--- config.mk ---
export PLATFORM = sky130hd
export DESIGN_NAME = trdb_trigger_unit_flat
export DESIGN_NICKNAME = d
export VERILOG_FILES = /design/src/rtl/trdb_trigger_unit_if.sv /design/src/rtl/trdb_trigger_unit.sv /design/src/flat_wrapper.sv
export SDC_FILE = /design/constraint.sdc
export NUM_CORES = 1
export LEC_CHECK = 0
export BUFFER_PORTS_ARGS = -buffer_cell sky130_fd_sc_hd__buf_4
export CORE_MARGIN = 8
export CORE_UTILIZATION = 47
export CTS_BUF_LIST = sky130_fd_sc_hd__clkbuf_2 sky130_fd_sc_hd__clkbuf_4 sky130_fd_sc_hd__clkbuf_8
export CTS_CLUSTER_SIZE = 24
export DETAILED_ROUTE_END_ITERATION = 10
export GPL_TIMING_DRIVEN = 1
export PLACE_DENSITY_LB_ADDON = 0.05
export SLEW_MARGIN = 10
export SYNTH_ARGS = -nofsm -noshare
export SYNTH_HDL_FRONTEND = slang
export SYNTH_SLANG_ARGS = --single-unit
--- constraint.sdc ---
create_clock -name clk_i -period 5.92 [get_ports clk_i]
set_input_delay 0.592 -clock clk_i [delete_from_list [all_inputs] [get_ports clk_i]]
set_output_delay 0.592 -clock clk_i [all_outputs]
set_load 0.05 [all_outputs]
--- src/rtl/trdb_trigger_unit_if.sv ---
// Signal bundle between the trigger configuration/retire source and the trigger unit.
// The master drives config and the retire stream; the slave (trigger unit) returns pulses and status.
interface trdb_trigger_unit_if #(
    parameter int XLEN  = 32,
    parameter int CNT_W = 16
);
    logic             trig_enable_i;
    logic             trig_clear_i;
    logic             trig_rearm_i;
    logic [XLEN-1:0]  trig_on_addr_i;
    logic [XLEN-1:0]  trig_off_addr_i;
    logic [CNT_W-1:0] trig_on_count_i;
    logic             iretire_i;
    logic [XLEN-1:0]  iaddr_i;
    logic             trace_req_deactivate_i;
    logic             trigger_trace_on_o;
    logic             trigger_trace_off_o;
    logic [1:0]       trig_state_o;
    logic [CNT_W-1:0] trig_hit_count_o;

    modport master (
        output trig_enable_i, trig_clear_i, trig_rearm_i, trig_on_addr_i, trig_off_addr_i,
               trig_on_count_i, iretire_i, iaddr_i, trace_req_deactivate_i,
        input  trigger_trace_on_o, trigger_trace_off_o, trig_state_o, trig_hit_count_o
    );

    modport slave (
        input  trig_enable_i, trig_clear_i, trig_rearm_i, trig_on_addr_i, trig_off_addr_i,
               trig_on_count_i, iretire_i, iaddr_i, trace_req_deactivate_i,
        output trigger_trace_on_o, trigger_trace_off_o, trig_state_o, trig_hit_count_o
    );
endinterface

--- src/rtl/trdb_trigger_unit.sv ---
// Trace trigger FSM: counts start-address hits, then emits one-cycle trace on/off pulses.
// Every output is registered so events in cycle N show up in cycle N+1.
module trdb_trigger_unit #(
    parameter int XLEN  = 32,
    parameter int CNT_W = 16
) (
    input logic                 clk_i,
    input logic                 rst_i,
    trdb_trigger_unit_if.slave  bus
);
    typedef enum logic [1:0] {
        DISARMED = 2'd0,
        ARMED    = 2'd1,
        TRACING  = 2'd2,
        DONE     = 2'd3
    } state_e;

    state_e           r_state, w_state_nxt;
    logic [CNT_W-1:0] r_cnt, w_cnt_nxt;
    logic             r_on, r_off, w_on_nxt, w_off_nxt;

    logic             w_on_hit, w_off_hit, w_fire;
    logic [CNT_W:0]   w_inc, w_thr;

    assign w_on_hit  = bus.iretire_i && (bus.iaddr_i == bus.trig_on_addr_i);
    assign w_off_hit = bus.iretire_i && (bus.iaddr_i == bus.trig_off_addr_i);

    // One extra bit so the saturating increment and the threshold compare never wrap.
    assign w_inc  = {1'b0, r_cnt} + {{CNT_W{1'b0}}, 1'b1};
    assign w_thr  = (bus.trig_on_count_i == '0) ? {{CNT_W{1'b0}}, 1'b1}
                                                : {1'b0, bus.trig_on_count_i};
    assign w_fire = w_inc >= w_thr;

    always_ff @(posedge clk_i or posedge rst_i) begin
        if (rst_i) begin
            r_state <= DISARMED;
            r_cnt   <= '0;
            r_on    <= 1'b0;
            r_off   <= 1'b0;
        end else begin
            r_state <= w_state_nxt;
            r_cnt   <= w_cnt_nxt;
            r_on    <= w_on_nxt;
            r_off   <= w_off_nxt;
        end
    end

    always_comb begin
        w_state_nxt = r_state;
        w_cnt_nxt   = r_cnt;
        w_on_nxt    = 1'b0;
        w_off_nxt   = 1'b0;
        if (!bus.trig_enable_i) begin
            // Disarming mid-trace must still close the filter.
            w_state_nxt = DISARMED;
            w_cnt_nxt   = '0;
            w_off_nxt   = (r_state == TRACING);
        end else begin
            unique case (r_state)
                DISARMED: begin
                    w_state_nxt = ARMED;
                    w_cnt_nxt   = '0;
                end
                ARMED: begin
                    if (w_on_hit) begin
                        if (w_fire) begin
                            w_on_nxt    = 1'b1;
                            w_state_nxt = TRACING;
                            w_cnt_nxt   = '0;
                        end else begin
                            w_cnt_nxt = w_inc[CNT_W] ? r_cnt : w_inc[CNT_W-1:0];
                        end
                    end
                end
                TRACING: begin
                    if (w_off_hit || bus.trace_req_deactivate_i) begin
                        w_off_nxt   = 1'b1;
                        w_state_nxt = bus.trig_rearm_i ? ARMED : DONE;
                        w_cnt_nxt   = '0;
                    end
                end
                DONE: begin
                    if (bus.trig_clear_i) w_state_nxt = DISARMED;
                end
                default: w_state_nxt = DISARMED;
            endcase
        end
    end

    assign bus.trigger_trace_on_o  = r_on;
    assign bus.trigger_trace_off_o = r_off;
    assign bus.trig_state_o        = r_state;
    assign bus.trig_hit_count_o    = r_cnt;
endmodule

--- src/flat_wrapper.sv ---
// flat-port wrapper written by rule: the top's interface ports become plain ports
module trdb_trigger_unit_flat 
#(
    parameter int XLEN  = 32,
    parameter int CNT_W = 16
)
  (clk_i, rst_i, bus_trig_enable_i, bus_trig_clear_i, bus_trig_rearm_i, bus_trig_on_addr_i, bus_trig_off_addr_i, bus_trig_on_count_i, bus_iretire_i, bus_iaddr_i, bus_trace_req_deactivate_i, bus_trigger_trace_on_o, bus_trigger_trace_off_o, bus_trig_state_o, bus_trig_hit_count_o);
  trdb_trigger_unit_if #(.XLEN(XLEN), .CNT_W(CNT_W)) bus_i ();
  input logic clk_i;
  input logic rst_i;
  input wire logic [$bits(bus_i.trig_enable_i)-1:0] bus_trig_enable_i;
  input wire logic [$bits(bus_i.trig_clear_i)-1:0] bus_trig_clear_i;
  input wire logic [$bits(bus_i.trig_rearm_i)-1:0] bus_trig_rearm_i;
  input wire logic [$bits(bus_i.trig_on_addr_i)-1:0] bus_trig_on_addr_i;
  input wire logic [$bits(bus_i.trig_off_addr_i)-1:0] bus_trig_off_addr_i;
  input wire logic [$bits(bus_i.trig_on_count_i)-1:0] bus_trig_on_count_i;
  input wire logic [$bits(bus_i.iretire_i)-1:0] bus_iretire_i;
  input wire logic [$bits(bus_i.iaddr_i)-1:0] bus_iaddr_i;
  input wire logic [$bits(bus_i.trace_req_deactivate_i)-1:0] bus_trace_req_deactivate_i;
  output wire logic [$bits(bus_i.trigger_trace_on_o)-1:0] bus_trigger_trace_on_o;
  output wire logic [$bits(bus_i.trigger_trace_off_o)-1:0] bus_trigger_trace_off_o;
  output wire logic [$bits(bus_i.trig_state_o)-1:0] bus_trig_state_o;
  output wire logic [$bits(bus_i.trig_hit_count_o)-1:0] bus_trig_hit_count_o;
  assign bus_i.trig_enable_i = bus_trig_enable_i;
  assign bus_i.trig_clear_i = bus_trig_clear_i;
  assign bus_i.trig_rearm_i = bus_trig_rearm_i;
  assign bus_i.trig_on_addr_i = bus_trig_on_addr_i;
  assign bus_i.trig_off_addr_i = bus_trig_off_addr_i;
  assign bus_i.trig_on_count_i = bus_trig_on_count_i;
  assign bus_i.iretire_i = bus_iretire_i;
  assign bus_i.iaddr_i = bus_iaddr_i;
  assign bus_i.trace_req_deactivate_i = bus_trace_req_deactivate_i;
  assign bus_trigger_trace_on_o = bus_i.trigger_trace_on_o;
  assign bus_trigger_trace_off_o = bus_i.trigger_trace_off_o;
  assign bus_trig_state_o = bus_i.trig_state_o;
  assign bus_trig_hit_count_o = bus_i.trig_hit_count_o;
  trdb_trigger_unit #(.XLEN(XLEN), .CNT_W(CNT_W)) u_core (.clk_i(clk_i), .rst_i(rst_i), .bus(bus_i));
endmodule
==> results.py <==
metrics = {
    "pwr": {
        "power_frac_seq_pct": 32.0,
        "comb_power_share_pct": 35.6,
        "p_sw_uw": 113.6,
        "pwr-share-clk_pct": 32.3,
        "power_uw": 428.4,
        "internal_power_uw": 314.8,
        "leakagePower_nw": 1.848,
        "switching_share_pct": 26.53,
        "vdd_drop_max_v": 0.0001249,
        "power_density_nw_per_um2": 117.3,
    },
    "finish": {
        "diodes": 0,
        "area_delta_synth_final_pct": 47.42,
        "drive_above_1_share_pct": 35.06,
        "multiInputGateArea_sq_um": 1867,
        "fillCellCount": 448,
        "finalNetCount": 582,
        "regArea_sq_um": 500.5,
    },
    "run_status": {
        "outcome": "finished clean",
    },
    "sta": {
        "slew_headroom_pct": 21.95,
        "rsz0062_at_grt": "no",
        "tightest_slew_ns": 1.171,
        "hold_viol": 0,
        "final_max_slew_viol_count": 0,
        "min_period_over_period_pct": 70.02,
        "setup_viol": 0,
        "setup_tns_ns": 0,
        "period_needed_ns": 4.145,
        "fin_skew_ns": 0.002474,
        "max_freq_mhz": 241.3,
    },
    "synth": {
        "ys_types": 46,
        "yosysSeqAreaShare_pct": 20.20,
        "muxShareOfSynthArea_pct": 0.9091,
        "ys_seq_elements": 20,
        "synthSimpleGateAreaFrac_pct": 26.41,
        "synth_edf_count": 0,
        "synth.avg_cell_area_sq_um": 8.096,
        "syn_inst": 306,
        "synth_ff_type": "dfrtp_1",
        "synth_xor_area_share_pct": 22.27,
        "synth_compound_gate_area_share_pct": 17.17,
        "synth_warnings": 0,
        "postSynth.asyncResetShare_pct": 100.0,
        "syn-cell-area_sq_um": 2477,
        "synthesis.nets": 442,
        "synth_adder_area_share_pct": 8.586,
        "synth_top_family_by_area": "simple AND/OR/NAND/NOR gates",
    },
    "clock_network": {
        "root_buffer": "clkbuf_8",
        "cts_buffer_depth": 2,
        "cts_buffers": 3,
        "h-tree-depth": 1,
        "cts.sinks": 20,
        "cts_hold_buffers": 0,
        "clk_pin_slew_worst_paths_ns": 0.08,
        "insertion_delay_ns": 0.26,
        "cts_tree": "yes",
        "post_cts_buffers": 0,
        "post_cts_resized": 0,
    },
    "global_route": {
        "grt_pass1_vias": 2912,
        "track_usage_pct": 21.79,
        "grt_antenna_before_repair": 0,
        "grt-ovfl-total": 0,
        "grt_first_pass_wirelength_mm": 13.51,
        "grt_start_max_net_pins": 21,
    },
    "die": {
        "die_area_sq_um": 7850,
        "core-area_sq_um": 5107,
        "chipWidth_um": 88.60,
        "ioPinCount": 139,
        "row_count": 26,
        "start_util_pct": 48.51,
        "die_h_um": 88.60,
    },
    "worst_setup_path": {
        "crit_required_ns": 6.07,
        "setup.worst_path.start_class": "flip-flop",
        "arrival_ns": 4.29,
        "path_class": "flip-flop to flip-flop",
        "reg2regPathDepth": 13,
        "critPathCaptureType": "flip-flop",
        "crit_fanout": 17,
    },
    "placed_design": {
        "routabilityCongestion": 0.8814,
        "port_buffers": 138,
        "hpwl_mm": 7.395,
    },
    "detailed_routing": {
        "first_pass_iters": 9,
        "drt_iter0_drc": 171,
        "dr_total_vias": 2860,
        "routedWlPerCell_um": 16.47,
        "routed_wl_mm": 8.481,
        "via_per_inst": 5.553,
        "drc": 0,
        "ant_nets": 0,
    },
    "hold_path": {
        "hold_class": "input port to asynchronous set/reset pin",
    },
    "job": {
        "cap_violations": 0,
    },
}
## worst paths after layout
path | from | end | slack [ns]
worst max register to register | u_core.bus.trig_hit_count_o[0] | u_core.bus.trig_hit_count_o[0] | 1.78
max in group asynchronous | rst_i | u_core.bus.trig_hit_count_o[3] | 4.96
worst min register to register | u_core.bus.trig_hit_count_o[15] | u_core.bus.trig_hit_count_o[15] | 0.58
worst min-delay path | rst_i | u_core.bus.trig_hit_count_o[10] | 0.47
min in group clk_i | u_core.bus.trig_hit_count_o[15] | u_core.bus.trig_hit_count_o[15] | 0.58
worst max-delay path | u_core.bus.trig_hit_count_o[0] | u_core.bus.trig_hit_count_o[0] | 1.78
## kinds of logic after synthesis
logic type      after synthesis
flops                        20
buf+inv                      27
compound gates               58
xor+xnor                     63
simple gates                119
fa+ha+maj                    17
mux                           2
## layout by cell type, fill, tap and decap left out, types with 7 or more instances in the layout
cell	instances
a211oi_1	12
a21o_1	12
a21oi_1	8
buf_4	138
dfrtp_1	20
ha_1	17
inv_1	24
nand2_1	33
nand2b_1	10
nand3_1	12
nand4_1	23
nor3_1	7
nor4_1	9
o21ai_0	7
xnor2_1	59
## per-layer routing
metal / share of wire [%] / vias to the layer above / global-route usage, %
met1: 38 / 1336 / 25.19
met4: 1.2 / 0 / 4.147
li1: - / 1394 / -
met2: 52 / 118 / 38.36
met3: 9.1 / 12 / 6.871
met5: 0 / - / 0
## synthesized netlist by cell type (2+ instances only)
cell type  number  area [sq um]
or2_2           5         31.28
ha_1           17         212.7
nor4_1          9         56.30
nor2_1          5         18.77
inv_1          24         90.09
a31oi_1         2         12.51
dfrtp_1        20         500.5
or3_1           5         31.28
a211oi_1       12         90.09
nand4_1        23         143.9
o21ai_0         7         35.03
nand2b_1       10         62.56
o311ai_0        2         17.52
xnor2_1        59         516.8
nor3_1          7         35.03
a21oi_1         8         40.04
nand2_1        33         123.9
a22o_2          2         20.02
nand3_1        12         60.06
and3_1          3         18.77
a21o_1         12         90.09
a21o_2          2         17.52
xor2_1          4         35.03
## registers in the layout, indices dropped and copies added (netlist names)
| register | count |
|---|---|
| u_core.bus.trigger_trace_on_o | 1 |
| u_core.bus.trig_hit_count_o | 16 |
| u_core.bus.trigger_trace_off_o | 1 |
| u_core.bus.trig_state_o | 2 |
## power by group through the flow
stage	combinational, mW	clock, mW	sequential, mW
2_1_floorplan	0.0642	0	0.141
3_3_place_gp	0.149	0	0.140
3_5_place_dp	0.152	0	0.140
4_1_cts	0.153	0.139	0.137
5_1_grt	0.165	0.146	0.137
6_report	0.153	0.139	0.137
## stage by stage
stage          cells  utilization, %  cell area, sq um  hold slack [ns]  setup slack (ns)
3_5_place_dp     511           70.11              3581           0.5583             1.898
2_1_floorplan    306               -              2477           0.5558             2.307
5_1_grt          515           71.51              3652           0.5261             1.418
3_3_place_gp     511           70.11              3581           0.5447             2.070
6_report         515           71.51              3652           0.4682             1.775
4_1_cts          515           71.51              3652           0.4975             1.846
## worst max-delay path: stages (launching register included)
cell and delay [ns]:
dfrtp_1 0.46, ha_1 0.22, nand3_1 0.20, nor3_1 0.52, nand3_1 0.16, or2_2 0.33, xnor2_1 0.15, ha_1 0.31
nand3_1 0.11, nor3_1 0.29, o311ai_0 0.20, nand3_1 0.56, nor2_1 0.21, mux2_2 0.31
## final cells by class
| cell class | instances | area share, % |
|---|---|---|
| Multi-Input combinational cell | 259 | 51.11 |
| Timing Repair Buffer | 138 | 28.37 |
| Sequential cell | 20 | 13.70 |
| Inverter | 24 | 2.467 |
| Tap cell | 70 | 2.398 |
| Clock buffer | 3 | 1.131 |
| Clock inverter | 1 | 0.8222 |
Note: power is estimated with default switching activity, not from simulation.
